<file path="config.mk">
export PLATFORM = sky130hd
export DESIGN_NAME = amux_rr_n
export DESIGN_NICKNAME = d
export VERILOG_FILES = /design/src/rtl/amux_rr_n_pkg.sv /design/src/rtl/amux_rr_n_pick.sv /design/src/rtl/amux_rr_n.sv
export SDC_FILE = /design/constraint.sdc
export NUM_CORES = 1
export LEC_CHECK = 0
export CORE_MARGIN = 2
export CORE_UTILIZATION = 34
export DETAILED_ROUTE_END_ITERATION = 6
export PLACE_DENSITY = 0.87
export SLEW_MARGIN = 20
export SYNTH_ARGS = -nofsm -noshare
export SYNTH_HDL_FRONTEND = slang
export SYNTH_SLANG_ARGS = --single-unit
</file>
<file path="constraint.sdc">
create_clock -name i_clk -period 6.2 [get_ports i_clk]
set_clock_uncertainty 0.2 [all_clocks]
set_input_delay 0.62 -clock i_clk [delete_from_list [all_inputs] [get_ports i_clk]]
set_output_delay 0.62 -clock i_clk [all_outputs]
set_load 0.01 [all_outputs]
</file>
<file path="src/rtl/amux_rr_n_pkg.sv">
// amux_pkg: arbitration mode encoding and counter width shared by the amux_rr_n slice
package amux_pkg;
  typedef enum logic [1:0] {
    AMUX_RR        = 2'b00,
    AMUX_FIXED     = 2'b01,
    AMUX_FORCE     = 2'b10,
    AMUX_FORCE_ALT = 2'b11
  } amux_mode_e;
  localparam int AMUX_CNT_W = 16;
endpackage

</file>
<file path="src/rtl/amux_rr_n_pick.sv">
// amux_rr_pick: combinational winner selection for round-robin, fixed-priority and forced modes
module amux_rr_pick
  import amux_pkg::*;
#(
  parameter int N_CH = 4,
  parameter int SELW = $clog2(N_CH)
) (
  input  logic [N_CH-1:0] valid,
  input  logic [SELW-1:0] rr_ptr,
  input  amux_mode_e      mode,
  input  logic [SELW-1:0] force_sel,
  output logic            gnt_vld,
  output logic [SELW-1:0] gnt_idx
);
  logic            rr_v, fx_v, fc_v;
  logic [SELW-1:0] rr_i, fx_i, fc_i;
  // scan downwards so the candidate nearest the start of each search order wins
  always_comb begin
    rr_v = 1'b0;
    rr_i = '0;
    fx_v = 1'b0;
    fx_i = '0;
    fc_v = 1'b0;
    fc_i = '0;
    for (int k = N_CH - 1; k >= 0; k--) begin
      if (valid[(int'(rr_ptr) + k) % N_CH]) begin
        rr_v = 1'b1;
        rr_i = SELW'((int'(rr_ptr) + k) % N_CH);
      end
      if (valid[k]) begin
        fx_v = 1'b1;
        fx_i = SELW'(k);
      end
      if (valid[k] && force_sel == SELW'(k)) begin
        fc_v = 1'b1;
        fc_i = SELW'(k);
      end
    end
  end
  assign gnt_vld = mode == AMUX_RR ? rr_v : mode == AMUX_FIXED ? fx_v : fc_v;
  assign gnt_idx = mode == AMUX_RR ? rr_i : mode == AMUX_FIXED ? fx_i : fc_i;
endmodule

</file>
<file path="src/rtl/amux_rr_n.sv">
// amux_rr_n: N:1 arbitrated mux with registered output; AMUX_STATS_EN adds saturating per-channel grant counters
module amux_rr_n
  import amux_pkg::*;
#(
  parameter int N_CH = 4,
  parameter int DW   = 32,
  parameter int SELW = $clog2(N_CH)
) (
  input  logic                       i_clk,
  input  logic                       i_rst_n,
  input  amux_mode_e                 amux_i_mode,
  input  logic [SELW-1:0]            amux_i_force_sel,
  input  logic [N_CH-1:0]            amux_i_valid,
  input  logic [N_CH*DW-1:0]         amux_i_data,
  output logic [N_CH-1:0]            amux_o_ready,
  output logic                       amux_o_valid,
  output logic [DW-1:0]              amux_o_data,
  output logic [SELW-1:0]            amux_o_sel,
  input  logic                       amux_i_ready,
  output logic [N_CH*AMUX_CNT_W-1:0] amux_o_grant_cnt
);
  logic            load_en, gnt_vld, take;
  logic [SELW-1:0] gnt_idx, rr_ptr;
  amux_rr_pick #(.N_CH(N_CH), .SELW(SELW)) u_pick (
    .valid    (amux_i_valid),
    .rr_ptr   (rr_ptr),
    .mode     (amux_i_mode),
    .force_sel(amux_i_force_sel),
    .gnt_vld  (gnt_vld),
    .gnt_idx  (gnt_idx)
  );
  assign load_en      = !amux_o_valid || amux_i_ready;
  assign take         = i_rst_n && load_en && gnt_vld;
  assign amux_o_ready = take ? N_CH'(1) << gnt_idx : '0;
  // output stage reloads whenever it is empty or draining; rr pointer advances past each RR winner
  always_ff @(posedge i_clk) begin
    if (!i_rst_n) begin
      amux_o_valid <= 1'b0;
      amux_o_data  <= '0;
      amux_o_sel   <= '0;
      rr_ptr       <= '0;
    end else if (load_en) begin
      amux_o_valid <= gnt_vld;
      if (gnt_vld) begin
        amux_o_data <= amux_i_data[gnt_idx*DW +: DW];
        amux_o_sel  <= gnt_idx;
        if (amux_i_mode == AMUX_RR) rr_ptr <= gnt_idx == SELW'(N_CH - 1) ? '0 : gnt_idx + 1'b1;
      end
    end
  end
`ifdef AMUX_STATS_EN
  logic [AMUX_CNT_W-1:0] cnt [N_CH];
  // saturating grant counters, cleared only by reset
  always_ff @(posedge i_clk) begin
    if (!i_rst_n) begin
      for (int k = 0; k < N_CH; k++) cnt[k] <= '0;
    end else begin
      for (int k = 0; k < N_CH; k++) if (amux_o_ready[k] && cnt[k] != '1) cnt[k] <= cnt[k] + 1'b1;
    end
  end
  for (genvar k = 0; k < N_CH; k++) begin : g_cnt
    assign amux_o_grant_cnt[k*AMUX_CNT_W +: AMUX_CNT_W] = cnt[k];
  end
`else
  assign amux_o_grant_cnt = '0;
`endif
endmodule

</file>
Word level (Yosys, flattened, before mapping)
Index checks and enable logic that the tools add are counted.
{"block": "op_classes", "addsub": 4, "order_cmp": 4, "n_eq_ne": 5, "n_shift": 2, "n_mux": 41, "bitwise_logic": 3, "reduce_logical": 15}
{"cell": "$shiftx 128x8->32", "count": 1}
{"cell": "$mux 2", "count": 15}
{"cell": "$mux 1", "count": 21}
{"cell": "$lt 3x4->1 const B", "count": 3}
{"cell": "$bmux 1 s2", "count": 4}
{"cell": "$eq 2x2->1 const B", "count": 3}
{"cell": "$logic_and 1x1->1", "count": 6}
{"cell": "$reduce_or 2->1", "count": 3}
{"cell": "$add 2x1->2 const B", "count": 2}
{"cell": "$add 2x2->2 const B", "count": 2}
{"cell": "$eq 2x1->1 const B", "count": 2}
{"cell": "$logic_not 2->1", "count": 2}
{"cell": "$mux 4", "count": 1}
{"cell": "$shl 1x2->4 const A", "count": 1}
{"cell": "$and 1x1->1 const A", "count": 3}
{"cell": "$lt 2x3->1 const B", "count": 1}
{"cell": "$reduce_and 3->1", "count": 1}
{"cell": "$reduce_and 2->1", "count": 1}
{"cell": "$logic_not 1->1", "count": 1}
{"cell": "$logic_or 1x1->1", "count": 1}
{"block": "totals", "ff_bits": 37, "inputBits": 139, "out_inout_bits": 103, "wordCells": 78}

Logic depth before layout (Yosys ltp)
{"block": "logic_depth", "word_depth": 13, "depth_mapped": 8, "mapped_depth_nobuf": 7}

By module
Synthesis repeated with hierarchy kept, for this count alone.
{"block": "unflattened", "hier_cells": 248, "hier_area_um2": 2796.4}
{"mod": "amux_rr_n", "instances": 1, "cells_each": 212, "area_each_um2": 2556.2, "seq_area_each_um2": 740.7}
{"mod": "amux_rr_pick", "instances": 1, "cells_each": 36, "area_each_um2": 240.2, "seq_area_each_um2": 0.0}

Least setup slack after synthesis
No wires, ideal clock.
{"block": "synth_timing", "kind": "input port to output port", "start": "in amux_i_valid[0]", "end": "out amux_o_ready[0]", "arrival_time_ns": 2.315, "required_time_ns": 5.380, "slack_ns": 3.065, "cell_stages": 7, "path_cell_list": "or3_1 -> or3b_2 -> o311ai_2 -> buf_2 -> inv_1 -> ha_1 -> and2_1"}
{"block": "synth_via", "elab_chain_cells": 10, "elab_cells_between_ends": 31}
{"element": "from (decl)", "line_no": "amux_rr_n.sv:13", "rtl": "input logic [N_CH-1:0] amux_i_valid,"}
{"element": "$bmux 1 s2", "line_no": "amux_rr_n_pick.sv:26", "rtl": "if (valid[(int'(rr_ptr) + k) % N_CH]) begin"}
{"element": "$mux 1 (implied by the code) (2 in a row)", "line_no": "amux_rr_n_pick.sv:26"}
{"element": "$mux 2 (4 in a row)", "line_no": "amux_rr_n_pick.sv:26"}
{"element": "$mux 2 *", "line_no": "amux_rr_n_pick.sv:41", "rtl": "assign gnt_idx = mode == AMUX_RR ? rr_i : mode == AMUX_FIXED ? fx_i : fc_i;"}
{"element": "via gnt_idx[1]", "line_no": "amux_rr_n.sv:23", "rtl": "logic [SELW-1:0] gnt_idx, rr_ptr;"}
{"element": "$shl 1x2->4 *", "line_no": "amux_rr_n.sv:34", "rtl": "assign amux_o_ready = take ? N_CH'(1) << gnt_idx : '0;"}
{"element": "$mux 4 *", "line_no": "amux_rr_n.sv:34"}
{"element": "to (decl)", "line_no": "amux_rr_n.sv:15", "rtl": "output logic [N_CH-1:0] amux_o_ready,"}
The timed path passes the listed nets; every way through them passes the cells marked *. The select of a mux whose other input is x is not followed.

Worst setup path in the final report
{"block": "layout_timing", "start": "in amux_i_valid[0]", "end": "out amux_o_ready[2]"}
{"block": "layout_via", "elab_chain_cells": 10, "elab_cells_between_ends": 31}
{"element": "$bmux 1 s2", "line_no": "amux_rr_n_pick.sv:26"}
{"element": "$mux 1 (implied by the code) (2 in a row)", "line_no": "amux_rr_n_pick.sv:26"}
{"element": "$mux 2 or $mux 1 (tied branches) (4 in a row)", "line_no": "amux_rr_n_pick.sv:26"}
{"element": "$mux 2 or $mux 1 (tied branches)", "line_no": "amux_rr_n_pick.sv:41, amux_rr_n_pick.sv:40"}
{"element": "$shl 1x2->4 or $logic_and 1x1->1 (tied branches)", "line_no": "amux_rr_n.sv:34, amux_rr_n.sv:33"}
{"element": "$mux 4 *", "line_no": "amux_rr_n.sv:34"}
Every way passes the cells marked *; elsewhere a longest branch is shown, timed or not. The select of a mux whose other input is x is not followed.

==> flow_summary.ini <==
[timing]
setup_tns_ns = 0
fmax_ghz = 0.231
worst_slew_pin_slew_ns = 0.874
rsz0062_at_grt = no
drv_slew = 0
fin_crit_ns = 4.34
setup_viol = 0
hold_viol = 0
period_share_pct = 70.0
maxSlewHeadroom_pct = 41.6

[clock_tree]
cts_resized = 0
insertion_delay_ns = 0.28
ctsHoldBuffers = 0
post-cts-setup-buffers = 0
cts.path.max_buffers = 2
cts_root_buf = clkbuf_8
cts_tree = yes
cts.clk_slew.worst_paths_ns = 0.07
cts_sinks = 37
htreeDepth = 2
cts_buffers = 5

[logic_synthesis]
synth_seq_cells = 37
synthFlopType = dfxtp_1
synth_edf_count = 0
avgSynthCellArea_um2 = 11.7
synthArstFlopShare_pct = 0
synth_warnings = 0
netlist_area_mm2 = 0.00271
syn-instance-count = 232
synth-seq-area-share_pct = 27.4
yosysUniqueCellTypes = 36

[status]
status = complete, no violations

[cells_and_area]
final.fill_count = 652
drive_gt1_share_pct = 12.3
finalNetCount = 548
area.growth.synth_to_final_pct = 63.3
antenna_cells = 0

[drt]
vias = 2458
dr.pass1.iters = 4
vias_per_cell = 4.82
drc_errors = 0
wire_per_inst_um = 17.7
drt_iter0_drc = 49
routed_wl_um = 9010
antenna_left = 0

[power]
vdd_ir_drop_max_v = 0.0000865
cell_internal_pwr_mw = 0.542
seqPwrFrac_pct = 36.8
p_sw_mw = 0.219
power_leakage_nw = 1.76
finalPower_mw = 0.761
power_frac_comb_pct = 42.3
power_frac_clock_pct = 20.9
power_density_mw_per_mm2 = 172
switching_share_pct = 28.8

[setup_path]
path_max_fanout = 20
worstSetupPathType = in -> out
critPathArrivalTime_ns = 3.52
crit_required_ns = 5.38
cp-end-kind = primary output
setup.worst_path.start_class = primary input

[floorplan]
start_util_pct = 35.0
die_h_um = 93.2
dieArea_mm2 = 0.00869
io_pins = 242
die_x_um = 93.2
rows = 32
coreArea_mm2 = 0.00773

[global_routing]
antenna_found_initial = 1
grt_pass1_wl_um = 12900
grt_start_max_net_pins = 33
gr-total-overflow = 0
grt_usage_pct = 19.4
grt_pass1_vias = 2428

[placement]
hpwlAfterDp_um = 7350
numPortBuffers = 177
globalplace.congestion = 0.800

[min_path]
hold_path.class = reg -> reg

[run]
maxCapViolCount = 0
-- cells in the mapped netlist (4+ instances only) --
cell type | count | area [um^2]
a21oi_1 | 4 | 20.0
a22o_1 | 32 | 280
buf_4 | 64 | 480
clkbuf_1 | 7 | 26.3
dfxtp_1 | 37 | 741
inv_1 | 5 | 18.8
mux4_1 | 6 | 158
mux4_2 | 27 | 608
nand2_1 | 5 | 18.8
nor2_1 | 6 | 22.5
-- power groups by stage --
stage	Sequential, mW	Clock [mW]	Combinational, mW
floorplan	0.296	0	0.170
global placement	0.284	0	0.313
detailed placement	0.285	0	0.322
CTS	0.280	0.165	0.324
global route	0.283	0.175	0.341
finish	0.280	0.159	0.321
-- cell type report --
| cell class | count | area (um^2) | share of cell area, % |
|---|---|---|---|
| Clock buffer | 6 | 72.6 | 1.64 |
| Clock inverter | 2 | 10.0 | 0.227 |
| Inverter | 5 | 18.8 | 0.425 |
| Multi-Input combinational cell | 176 | 1640 | 37.1 |
| Sequential cell | 37 | 741 | 16.8 |
| Tap cell | 102 | 128 | 2.89 |
| Timing Repair Buffer | 182 | 1810 | 40.9 |
-- per-stage QoR --
stage	std cells	hold slack (ns)	util, %	setup WS [ns]	cell area, um^2
floorplan	295	0.281	-	3.06	2940
CTS	510	0.284	57.2	1.85	4420
global placement	502	0.259	56.1	2.00	4340
global route	510	0.286	57.2	1.69	4420
detailed placement	502	0.260	56.1	1.84	4340
finish	510	0.281	57.2	1.86	4420
-- per-layer routing --
metal / routed length, um / GRT usage (%)
met1: 3060 / 19.8
met2: 4800 / 37.0
met3: 1040 / 7.33
met4: 94 / 4.90
met5: 13 / 0
-- flip-flops by register name, indices dropped and copies added, names as in the netlist --
register,flops
amux_o_sel,2
amux_o_data,32
rr_ptr,2
amux_o_valid,1
-- layout by cell type, fill, tap and decap left out, types with 2 or more instances in the layout --
cell type,n
or2_2,3
nand2b_1,3
inv_1,5
clkinv_2,2
ha_1,2
nor3_1,2
a22o_1,32
mux4_1,6
a21oi_1,4
conb_1,64
and2_1,3
mux4_2,27
nor2_1,5
clkdlybuf4s50_1,177
mux2i_1,3
buf_4,5
clkbuf_8,5
dfxtp_1,37
nand2_1,5
-- critical path: stages --
cell and delay (ns):
clkdlybuf4s50_1 0.62, mux4_2 0.34, o221ai_2 0.20, nor2_2 0.72, buf_4 0.34, and2_1 0.14
clkdlybuf4s50_1 0.54
-- path summary, 6_finish.rpt --
kind | from | to | slack [ns] | depth (start not counted)
max | amux_i_valid[0] | amux_o_ready[2] | 1.86 | 7
min reg2reg | amux_o_data[0]$_SDFFE_PN0P_ | amux_o_data[0]$_SDFFE_PN0P_ | 0.28 | 1
min | amux_o_data[0]$_SDFFE_PN0P_ | amux_o_data[0]$_SDFFE_PN0P_ | 0.28 | 1
max reg2reg | rr_ptr[0]$_SDFFE_PN0P_ | amux_o_data[1]$_SDFFE_PN0P_ | 3.45 | 6
-- cell families (layout without fill, tap and decap cells) --
| kind of cell | after synthesis | after routing | share of synthesized area [%] |
|---|---|---|---|
| buffers and inverters | 82 | 195 | 21.2 |
| AND/OR/NAND/NOR | 27 | 27 | 5.27 |
| flip-flops | 37 | 37 | 27.4 |
| AO/OA/AOI/OAI | 46 | 46 | 15.3 |
| adder cells (fa/ha/maj) | 2 | 2 | 0.924 |
| multiplexers | 37 | 37 | 29.8 |
| other | 1 | 64 | 0.139 |
Note: power is estimated with default switching activity, not from simulation.
